`src/rtl/counter_pkg.sv`:
```
// Shared constants and types for the mod-100 counter family (up and down variants).
package counter_pkg;

  localparam int CNT_WIDTH = 7;
  localparam int CNT_LIMIT = 99;
  localparam int CNT_ZERO  = 0;

  // Strobe and clear active levels
  localparam logic STROBE_ON    = 1'b1;
  localparam logic CLEAR_ACTIVE = 1'b0;

  typedef enum logic {
    MODE_COUNT = 1'b0,
    MODE_SET   = 1'b1
  } mode_e;

  typedef enum logic {
    ARMED  = 1'b0,
    BORROW = 1'b1
  } borrow_state_e;

endpackage

```
`src/rtl/mod_limit_step.sv`:
```
// One-step +1/-1 within [ZERO, LIMIT] with wraparound; wrapped flags a boundary crossing.
module mod_limit_step
  import counter_pkg::*;
#(
  parameter int WIDTH = CNT_WIDTH,
  parameter int LIMIT = CNT_LIMIT,
  parameter int ZERO  = CNT_ZERO
) (
  input  logic [WIDTH-1:0] value,
  input  logic             up,
  input  logic             down,
  output logic [WIDTH-1:0] next,
  output logic             wrapped
);

  // One extra bit so out-of-range compares never alias through 2^WIDTH
  localparam logic [WIDTH:0] LIMIT_X = (WIDTH+1)'(LIMIT);
  localparam logic [WIDTH:0] ZERO_X  = (WIDTH+1)'(ZERO);
  localparam logic [WIDTH:0] ONE_X   = (WIDTH+1)'(1);

  logic [WIDTH:0] ext;
  logic [WIDTH:0] sum;

  assign ext = {1'b0, value};

  always_comb begin
    next    = value;
    wrapped = 1'b0;
    sum     = ext;
    if (up && !down) begin
      if (ext >= LIMIT_X) begin
        next    = ZERO_X[WIDTH-1:0];
        wrapped = 1'b1;
      end else begin
        sum  = ext + ONE_X;
        next = sum[WIDTH-1:0];
      end
    end else if (down && !up) begin
      if (ext <= ZERO_X) begin
        next    = LIMIT_X[WIDTH-1:0];
        wrapped = 1'b1;
      end else begin
        sum  = ext - ONE_X;
        next = sum[WIDTH-1:0];
      end
    end
  end

endmodule

```
`src/rtl/down_counter100.sv`:
```
// Mod-100 down counter with load, manual SET mode and registered borrow for cascading.
// Define DOWN_COUNTER_STOP_AT_ZERO_EN to hold at zero instead of wrapping (one-shot timer).
module down_counter100
  import counter_pkg::*;
#(
  parameter int WIDTH = CNT_WIDTH,
  parameter int LIMIT = CNT_LIMIT,
  parameter int ZERO  = CNT_ZERO
) (
  input  logic             clk,
  input  logic             clear_n,
  input  logic             mode,
  input  logic             manual_increment,
  input  logic             manual_decrement,
  input  logic             load,
  input  logic [WIDTH-1:0] load_value,
  input  logic             count,
  output logic             borrow_out,
  output logic             zero,
  output logic [WIDTH-1:0] out
);

  localparam logic [WIDTH-1:0] LIMIT_V = WIDTH'(LIMIT);
  localparam logic [WIDTH-1:0] ZERO_V  = WIDTH'(ZERO);
  localparam logic [WIDTH-1:0] ONE_V   = WIDTH'(ZERO + 1);
`ifdef DOWN_COUNTER_STOP_AT_ZERO_EN
  localparam bit STOP_AT_ZERO = 1'b1;
`else
  localparam bit STOP_AT_ZERO = 1'b0;
`endif

  borrow_state_e    state, state_nxt;
  logic [WIDTH-1:0] out_nxt;
  logic [WIDTH-1:0] step_val;
  logic [WIDTH-1:0] load_clamped;
  logic             step_up, step_down, step_wrapped;
  logic             set_mode;

  assign set_mode     = (mode == MODE_SET);
  assign load_clamped = (load_value > LIMIT_V) ? LIMIT_V : load_value;

  // The same stepper serves manual adjust and the count tick
  always_comb begin
    step_up   = 1'b0;
    step_down = 1'b0;
    if (set_mode) begin
      step_up   = (manual_increment == STROBE_ON);
      step_down = (manual_decrement == STROBE_ON);
    end else begin
      step_down = (count == STROBE_ON);
    end
  end

  mod_limit_step #(
    .WIDTH(WIDTH),
    .LIMIT(LIMIT),
    .ZERO (ZERO)
  ) u_step (
    .value  (out),
    .up     (step_up),
    .down   (step_down),
    .next   (step_val),
    .wrapped(step_wrapped)
  );

  always_comb begin
    out_nxt   = out;
    state_nxt = state;
    if (load == STROBE_ON) begin
      out_nxt   = load_clamped;
      state_nxt = ARMED;
    end else if (set_mode) begin
      out_nxt   = step_val;
      state_nxt = ARMED;
    end else if (count == STROBE_ON) begin
      // Only a tick from ZERO can wrap on the down path
      out_nxt   = (STOP_AT_ZERO && step_wrapped) ? ZERO_V : step_val;
      state_nxt = (out == ONE_V) ? BORROW : ARMED;
    end
  end

  always_ff @(posedge clk) begin
    if (clear_n == CLEAR_ACTIVE) begin
      out   <= ZERO_V;
      state <= ARMED;
    end else begin
      out   <= out_nxt;
      state <= state_nxt;
    end
  end

  assign borrow_out = (state == BORROW);
  assign zero       = (out == ZERO_V);

endmodule
```
`config.mk`:
```
export PLATFORM = sky130hd
export DESIGN_NAME = down_counter100
export DESIGN_NICKNAME = d
export VERILOG_FILES = /design/src/rtl/counter_pkg.sv /design/src/rtl/mod_limit_step.sv /design/src/rtl/down_counter100.sv
export SDC_FILE = /design/constraint.sdc
export NUM_CORES = 1
export LEC_CHECK = 0
export CAP_MARGIN = 20
export CORE_ASPECT_RATIO = 1.25
export CORE_MARGIN = 3
export CORE_UTILIZATION = 45
export DETAILED_ROUTE_END_ITERATION = 10
export DONT_BUFFER_PORTS = 1
export GPL_TIMING_DRIVEN = 1
export PLACE_DENSITY = 0.71
export SETUP_SLACK_MARGIN = 0.05
export SYNTH_ARGS = -nofsm -noshare
export SYNTH_HDL_FRONTEND = slang
export SYNTH_HIERARCHICAL = 1
export SYNTH_SLANG_ARGS = --single-unit
```
`constraint.sdc`:
```
create_clock -name clk -period 3.3 [get_ports clk]
set_input_delay 0.66 -clock clk [delete_from_list [all_inputs] [get_ports clk]]
set_output_delay 0.66 -clock clk [all_outputs]
set_load 0.005 [all_outputs]
```
==> results of run 1 <==
==> metrics by stage <==
step / hold slack [ns] / instances / setup slack (ns) / instance area, sq um / util, %
finish: 0.531 / 130 / 1.13 / 910 / 50.3
global route: 0.541 / 130 / 0.965 / 910 / 50.3
global placement: 0.520 / 127 / 1.10 / 887 / 49.1
detailed placement: 0.540 / 127 / 1.02 / 887 / 49.1
floorplan: 0.492 / 112 / 1.34 / 885 / -
CTS: 0.535 / 130 / 1.14 / 910 / 50.3
==> critical path: stages (launching register included) <==
cell and delay (ns):
sky130_fd_sc_hd__dfxtp_1 0.58, sky130_fd_sc_hd__inv_1 0.17, sky130_fd_sc_hd__ha_1 0.24, sky130_fd_sc_hd__and2b_1 0.22, sky130_fd_sc_hd__a21oi_1 0.15, sky130_fd_sc_hd__a211o_1 0.11, sky130_fd_sc_hd__o211ai_1 0.09, sky130_fd_sc_hd__mux2_4 0.29
sky130_fd_sc_hd__o221a_1 0.22
==> layout by cell type, fill, tap and decap left out, types with 2 or more instances in the layout <==
| cell | instances |
|---|---|
| sky130_fd_sc_hd__mux2i_1 | 5 |
| sky130_fd_sc_hd__nand3b_1 | 3 |
| sky130_fd_sc_hd__a31oi_1 | 3 |
| sky130_fd_sc_hd__and2b_1 | 2 |
| sky130_fd_sc_hd__nand2_1 | 5 |
| sky130_fd_sc_hd__a21boi_0 | 3 |
| sky130_fd_sc_hd__nand3_1 | 10 |
| sky130_fd_sc_hd__inv_1 | 4 |
| sky130_fd_sc_hd__ha_1 | 3 |
| sky130_fd_sc_hd__nor3_1 | 2 |
| sky130_fd_sc_hd__o32ai_1 | 2 |
| sky130_fd_sc_hd__mux2_4 | 2 |
| sky130_fd_sc_hd__a21oi_1 | 10 |
| sky130_fd_sc_hd__o221a_1 | 2 |
| sky130_fd_sc_hd__o211ai_1 | 3 |
| sky130_fd_sc_hd__dfxtp_1 | 8 |
| sky130_fd_sc_hd__nor2_1 | 5 |
| sky130_fd_sc_hd__nor2b_1 | 2 |
| sky130_fd_sc_hd__nand2b_1 | 4 |
| sky130_fd_sc_hd__clkbuf_4 | 3 |
| sky130_fd_sc_hd__o21ai_0 | 7 |
| sky130_fd_sc_hd__a32oi_1 | 2 |
==> cell type report <==
cell class,instances,area [sq um],area share [%]
multi-input combinational,95,684,75.2
sequential,8,160,17.6
tap,19,23.8,2.61
clock buffer,3,22.5,2.48
inverter,5,18.8,2.06
==> path summary, 6_finish.rpt <==
kind              startpoint         end  cells after the start
setup / recovery      out[0]      out[0]                      8
setup reg to reg      out[0]      out[0]                      8
hold reg to reg   borrow_out  borrow_out                      2
hold / removal    borrow_out  borrow_out                      2
==> routing by layer <==
layer	vias to the layer above	part of all wire (%)
met5	-	0
met4	0	0.76
met3	2	6.5
met2	33	52
met1	398	40
li1	426	-
==> state kept, by name, summed over array words and instances, names as in the netlist <==
signal and flops:
borrow_out 1, out 7
==> power by group through the flow <==
stage               combinational, mW  clock [mW]  sequential (mW)
detailed placement              0.107           0            0.133
global route                    0.119      0.0804            0.132
global placement                0.105           0            0.132
floorplan                      0.0945           0            0.123
finish                          0.109      0.0711            0.131
CTS                             0.108      0.0751            0.131
==> impl_metrics.prom, run 1 <==
# TYPE chip_impl_metric gauge
chip_impl_metric{name="postCtsSetupRepairBufs",unit=""} 0
chip_impl_metric{name="hpwl",unit="mm"} 1.65
chip_impl_metric{name="rrSetupSlack",unit="ns"} 1.13
chip_impl_metric{name="routed-via-count",unit=""} 859
chip_impl_metric{name="slew_headroom",unit="%"} 61.6
chip_impl_metric{name="post_synth_inst_count",unit=""} 112
chip_impl_metric{name="cts_buffer_depth",unit=""} 2
chip_impl_metric{name="sw_frac_of_total",unit="%"} 35.9
chip_impl_metric{name="layout_worst_path_cycle_share",unit="%"} 65.8
chip_impl_metric{name="clock_sink_count",unit=""} 8
chip_impl_metric{name="maximum_number_of_pins_on_one_net_before_global_route_repair",unit=""} 12
chip_impl_metric{name="globalRoute.totalOverflow",unit=""} 0
chip_impl_metric{name="initial_utilization",unit="%"} 48.9
chip_impl_metric{name="clk_transition_reported_paths",unit="ns"} 0.05
chip_impl_metric{name="design.die.area",unit="sq um"} 2540
chip_impl_metric{name="insertion_delay",unit="ns"} 0.25
chip_impl_metric{name="p_seq_share",unit="%"} 42.1
chip_impl_metric{name="power_switching",unit="mW"} 0.112
chip_impl_metric{name="drt.antenna.violating_nets",unit=""} 0
chip_impl_metric{name="grt_util_met3",unit="%"} 2.59
chip_impl_info{name="critical_path_class",value="flop to flop"} 1
chip_impl_metric{name="final_slew_viol_count",unit=""} 0
chip_impl_metric{name="globalRouteTotalUtil",unit="%"} 17.2
chip_impl_metric{name="average_detailed_routed_wire_length_per_instance",unit="microns"} 16.2
chip_impl_metric{name="worst-path-max-fanout",unit=""} 11
chip_impl_metric{name="via_count_of_the_first_global_routing_pass",unit=""} 820
chip_impl_metric{name="cts_inserted_buffers",unit=""} 3
chip_impl_metric{name="groute.layer.met1.usage",unit="%"} 21.1
chip_impl_metric{name="nets",unit=""} 130
chip_impl_metric{name="postSynthAreaPerCell",unit="sq um"} 7.90
chip_impl_metric{name="cp.required",unit="ns"} 3.44
chip_impl_metric{name="cts_hold_repair.buffers",unit=""} 0
chip_impl_info{name="rsz0062_at_grt",value="no"} 1
chip_impl_metric{name="timing_worst_slew_pin_value",unit="ns"} 0.575
chip_impl_metric{name="detail_route.drc_violations",unit=""} 0
chip_impl_metric{name="cts_max_level",unit=""} 1
chip_impl_metric{name="core.rowCount",unit=""} 17
chip_impl_metric{name="chipHeight",unit="microns"} 55.6
chip_impl_metric{name="groute.layer.met2.usage",unit="%"} 27.1
chip_impl_metric{name="timing.fmax",unit="GHz"} 0.460
chip_impl_metric{name="period_needed",unit="ns"} 2.17
chip_impl_metric{name="detail_route.vias_per_cell",unit=""} 6.61
chip_impl_metric{name="drive_above_1_share",unit="%"} 12.6
chip_impl_metric{name="dr.first_iter.drc_count",unit=""} 43
chip_impl_metric{name="internal-power",unit="mW"} 0.199
chip_impl_metric{name="routed_wl",unit="mm"} 2.11
chip_impl_metric{name="ys.warnings.count",unit=""} 6
chip_impl_info{name="grt_most_used_layer",value="met2"} 1
chip_impl_metric{name="comb_power_share",unit="%"} 35.0
chip_impl_metric{name="setup_viol",unit=""} 0
chip_impl_metric{name="n_antenna_cell",unit=""} 0
chip_impl_metric{name="peakVddDrop",unit="V"} 0.000226
chip_impl_metric{name="cellPowerDensity",unit="nW/um^2"} 341
chip_impl_metric{name="port_buffers",unit=""} 0
chip_impl_metric{name="cts.repair.resized",unit=""} 0
chip_impl_metric{name="syn-cell-area",unit="sq um"} 885
chip_impl_metric{name="chipWidth",unit="microns"} 45.7
chip_impl_metric{name="fillerInstances",unit=""} 164
chip_impl_metric{name="cp_data_arrival_time",unit="ns"} 2.31
chip_impl_info{name="worst_hold_path_type",value="flop to flop"} 1
chip_impl_metric{name="floorplan.io_pins",unit=""} 23
chip_impl_metric{name="clock_power_share",unit="%"} 22.9
chip_impl_metric{name="post-layout-total-power",unit="mW"} 0.310
chip_impl_metric{name="detailedRoute.firstPassIterationCount",unit=""} 4
chip_impl_metric{name="gp_congestion",unit=""} 0.877
chip_impl_metric{name="core_area",unit="sq um"} 1810
chip_impl_info{name="clk_root_buffer_cell",value="sky130_fd_sc_hd__clkbuf_4"} 1
chip_impl_info{name="type_of_origin_of_the_critical_path",value="flop"} 1
chip_impl_info{name="status",value="finished clean"} 1
chip_impl_metric{name="clock_skew",unit="ns"} 0.00264
chip_impl_metric{name="leakage",unit="nW"} 0.310
chip_impl_metric{name="syn-num-nets",unit=""} 129
chip_impl_metric{name="grt_antenna_before_repair",unit=""} 0
chip_impl_info{name="cts_tree",value="yes"} 1
chip_impl_metric{name="grt_pass1_wl",unit="mm"} 3.40
chip_impl_metric{name="layout-area-overhead-vs-synth",unit="%"} 2.83
chip_impl_metric{name="tns",unit="ns"} 0
chip_impl_info{name="worstSetupEndpointType",value="flop"} 1
chip_impl_metric{name="hold_violations",unit=""} 0
chip_impl_metric{name="drv.max_cap_violation_count",unit=""} 0
No activity file was read; power rests on OpenSTA's default activity.
==> inputs of run 2 (changes only) <==
==> constraint.sdc (replaced) <==
create_clock -name clk -period 2.05 [get_ports clk]
set_input_delay 0.41 -clock clk [delete_from_list [all_inputs] [get_ports clk]]
set_output_delay 0.41 -clock clk [all_outputs]
set_load 0.005 [all_outputs]
==> run 2 against run 1 <==
Against the previous run: total power is 67% higher; hold slack worse by 0.24 ns; sequential cell count stayed put; critical path type unchanged; largest cell class unchanged; highest routed layer unchanged.
==> impl_metrics.prom, run 2 (synthesized netlist as in run 1, its figures left out) <==
# TYPE chip_impl_metric gauge
chip_impl_metric{name="detailedRoute.firstPassIterationCount",unit=""} 4
chip_impl_metric{name="globalRouteTotalUtil",unit="%"} 18.8
chip_impl_metric{name="drive_above_1_share",unit="%"} 18.8
chip_impl_metric{name="core.rowCount",unit=""} 17
chip_impl_metric{name="period_needed",unit="ns"} 1.87
chip_impl_metric{name="tns",unit="ns"} 0
chip_impl_info{name="worstSetupEndpointType",value="flop"} 1
chip_impl_metric{name="timing_worst_slew_pin_value",unit="ns"} 0.455
chip_impl_metric{name="routed-via-count",unit=""} 905
chip_impl_metric{name="detail_route.vias_per_cell",unit=""} 6.65
chip_impl_info{name="critical_path_class",value="flop to flop"} 1
chip_impl_metric{name="cts_max_level",unit=""} 1
chip_impl_metric{name="timing.fmax",unit="GHz"} 0.536
chip_impl_metric{name="insertion_delay",unit="ns"} 0.25
chip_impl_info{name="rsz0062_at_grt",value="no"} 1
chip_impl_metric{name="largest_register_ff_count",unit=""} 7
chip_impl_metric{name="power_switching",unit="mW"} 0.187
chip_impl_metric{name="postCtsSetupRepairBufs",unit=""} 0
chip_impl_metric{name="hold_violations",unit=""} 0
chip_impl_metric{name="clk_transition_reported_paths",unit="ns"} 0.05
chip_impl_metric{name="core_area",unit="sq um"} 1810
chip_impl_metric{name="clock_sink_count",unit=""} 8
chip_impl_metric{name="globalRoute.totalOverflow",unit=""} 0
chip_impl_metric{name="dr.first_iter.drc_count",unit=""} 35
chip_impl_info{name="worst_setup_path_startpoint",value="out[0]"} 1
chip_impl_metric{name="maximum_number_of_pins_on_one_net_before_global_route_repair",unit=""} 11
chip_impl_metric{name="peakVddDrop",unit="V"} 0.000390
chip_impl_metric{name="gp_congestion",unit=""} 0.950
chip_impl_metric{name="postLayoutCellArea",unit="sq um"} 957
chip_impl_info{name="critical-path-top-delay-family",value="compound AO/OA/AOI/OAI gates"} 1
chip_impl_metric{name="nets",unit=""} 136
chip_impl_info{name="reg2reg_from",value="out[0]"} 1
chip_impl_metric{name="sw_frac_of_total",unit="%"} 35.9
chip_impl_metric{name="cp_data_arrival_time",unit="ns"} 2.00
chip_impl_metric{name="n_antenna_cell",unit=""} 0
chip_impl_info{name="type_of_origin_of_the_critical_path",value="flop"} 1
chip_impl_metric{name="leakage",unit="nW"} 0.342
chip_impl_info{name="worst_hold_path_type",value="input pin to flop"} 1
chip_impl_metric{name="cts_inserted_buffers",unit=""} 3
chip_impl_metric{name="layout_worst_path_cycle_share",unit="%"} 91.1
chip_impl_metric{name="cellPowerDensity",unit="nW/um^2"} 543
chip_impl_metric{name="hpwl",unit="mm"} 1.76
chip_impl_metric{name="grt_pass1_wl",unit="mm"} 3.73
chip_impl_metric{name="final_slew_viol_count",unit=""} 0
chip_impl_metric{name="critical_path.max_stage_delay",unit="ns"} 0.39
chip_impl_metric{name="drt.antenna.violating_nets",unit=""} 0
chip_impl_metric{name="detail_route.drc_violations",unit=""} 0
chip_impl_metric{name="grt_antenna_before_repair",unit=""} 0
chip_impl_metric{name="internal-power",unit="mW"} 0.333
chip_impl_metric{name="average_detailed_routed_wire_length_per_instance",unit="microns"} 16.4
chip_impl_info{name="status",value="finished clean"} 1
chip_impl_metric{name="chipWidth",unit="microns"} 45.7
chip_impl_metric{name="slew_headroom",unit="%"} 69.7
chip_impl_metric{name="pre_cts_slack",unit="ns"} 0.134
chip_impl_metric{name="cp.required",unit="ns"} 2.19
chip_impl_info{name="commonest_non_fill_non_tap_cells_in_the_layout",value="sky130_fd_sc_hd__a21oi_1 (10), sky130_fd_sc_hd__nand3_1 (10), sky130_fd_sc_hd__o21ai_0 (7), sky130_fd_sc_hd__dfxtp_1 (6), sky130_fd_sc_hd__buf_4 (6)"} 1
chip_impl_metric{name="p_seq_share",unit="%"} 38.1
chip_impl_info{name="clk_root_buffer_cell",value="sky130_fd_sc_hd__clkbuf_4"} 1
chip_impl_metric{name="cp.buffers_inverters",unit=""} 1
chip_impl_metric{name="setup_viol",unit=""} 0
chip_impl_metric{name="chipHeight",unit="microns"} 55.6
chip_impl_info{name="crit_path_top_delay_cell",value="sky130_fd_sc_hd__dfxtp_2"} 1
chip_impl_metric{name="placedInstanceArea",unit="sq um"} 932
chip_impl_metric{name="comb_power_share",unit="%"} 39.4
chip_impl_metric{name="drv.max_cap_violation_count",unit=""} 0
chip_impl_metric{name="clock_power_share",unit="%"} 22.4
chip_impl_metric{name="routed_wl",unit="mm"} 2.23
chip_impl_info{name="cts_tree",value="yes"} 1
chip_impl_metric{name="setup_slack",unit="ns"} 0.183
chip_impl_metric{name="clock_skew",unit="ns"} 0.000196
chip_impl_metric{name="initial_utilization",unit="%"} 48.9
chip_impl_metric{name="design.die.area",unit="sq um"} 2540
chip_impl_metric{name="cts_buffer_depth",unit=""} 2
chip_impl_metric{name="worst-path-max-fanout",unit=""} 7
chip_impl_metric{name="layout-area-overhead-vs-synth",unit="%"} 8.20
chip_impl_metric{name="via_count_of_the_first_global_routing_pass",unit=""} 870
chip_impl_metric{name="floorplan.io_pins",unit=""} 23
chip_impl_info{name="register_ranked_first_by_flip_flop_count",value="out"} 1
chip_impl_metric{name="fillerInstances",unit=""} 175
chip_impl_metric{name="port_buffers",unit=""} 0
chip_impl_info{name="crit_path_cell_trace",value="inv_1 > ha_1 > and2b_1 > a21oi_1 > a211o_1 > o211ai_1 > mux2_4 > o221a_1"} 1
chip_impl_info{name="hold_path_startpoint",value="clear_n"} 1
## run 2: cell count changes in the layout (fill, tap and decap cells not counted), sizes merged
cell / delta
buf: +6
## run 2: metrics by stage
stage,power (mW),utilization (%),hold slack (ns),instances
after floorplan,0.351,-,0.492,112
final,0.519,52.9,0.290,136
after CTS,0.521,52.8,0.287,136
after global routing,0.552,52.9,0.296,136
after detailed placement,0.401,51.6,0.527,133
after global placement,0.396,51.6,0.526,133
## run 2: worst paths after layout
check                             endpoint  slack, ns  cells past startpoint
worst max-delay path                out[0]       0.18                      8
worst max register to register      out[0]       0.18                      8
worst min-delay path                out[1]       0.29                      1
worst min register to register  borrow_out       0.54                      2
## run 2: cell type report
cell class	instances	area [sq um]	area share, %
clock buffer	3	22.5	2.35
inverter	5	18.8	1.96
multi-input combinational	95	684	71.5
sequential	8	163	17.0
tap	19	23.8	2.48
timing repair buffer	6	45.0	4.71
## run 2: routing by layer
layer,global-route usage (%),vias up,wire [microns]
li1,-,443,-
met4,7.53,0,45
met5,0,-,0
met3,4.53,5,203
met2,29.7,43,1130
met1,23.5,414,846
## run 2: what timing repair did
action,CTS,global route
setup endpoints to repair,0,3
hold buffers,0,0
gates resized for setup,0,2
## run 2: worst reg2reg max path, cell delays in order, from the launching register on
cell and delay, ns:
sky130_fd_sc_hd__dfxtp_2 0.39, sky130_fd_sc_hd__inv_1 0.11, sky130_fd_sc_hd__ha_1 0.21, sky130_fd_sc_hd__and2b_1 0.20, sky130_fd_sc_hd__a21oi_1 0.14, sky130_fd_sc_hd__a211o_1 0.11
sky130_fd_sc_hd__o211ai_1 0.09, sky130_fd_sc_hd__mux2_4 0.28, sky130_fd_sc_hd__o221a_1 0.23
## run 2: power by group through the flow
stage | Clock (mW) | Combinational (mW) | Sequential, mW
5_1_grt | 0.125 | 0.226 | 0.201
4_1_cts | 0.121 | 0.203 | 0.197
3_3_place_gp | 0 | 0.197 | 0.199
6_report | 0.117 | 0.205 | 0.198
2_1_floorplan | 0 | 0.152 | 0.199
3_5_place_dp | 0 | 0.201 | 0.200
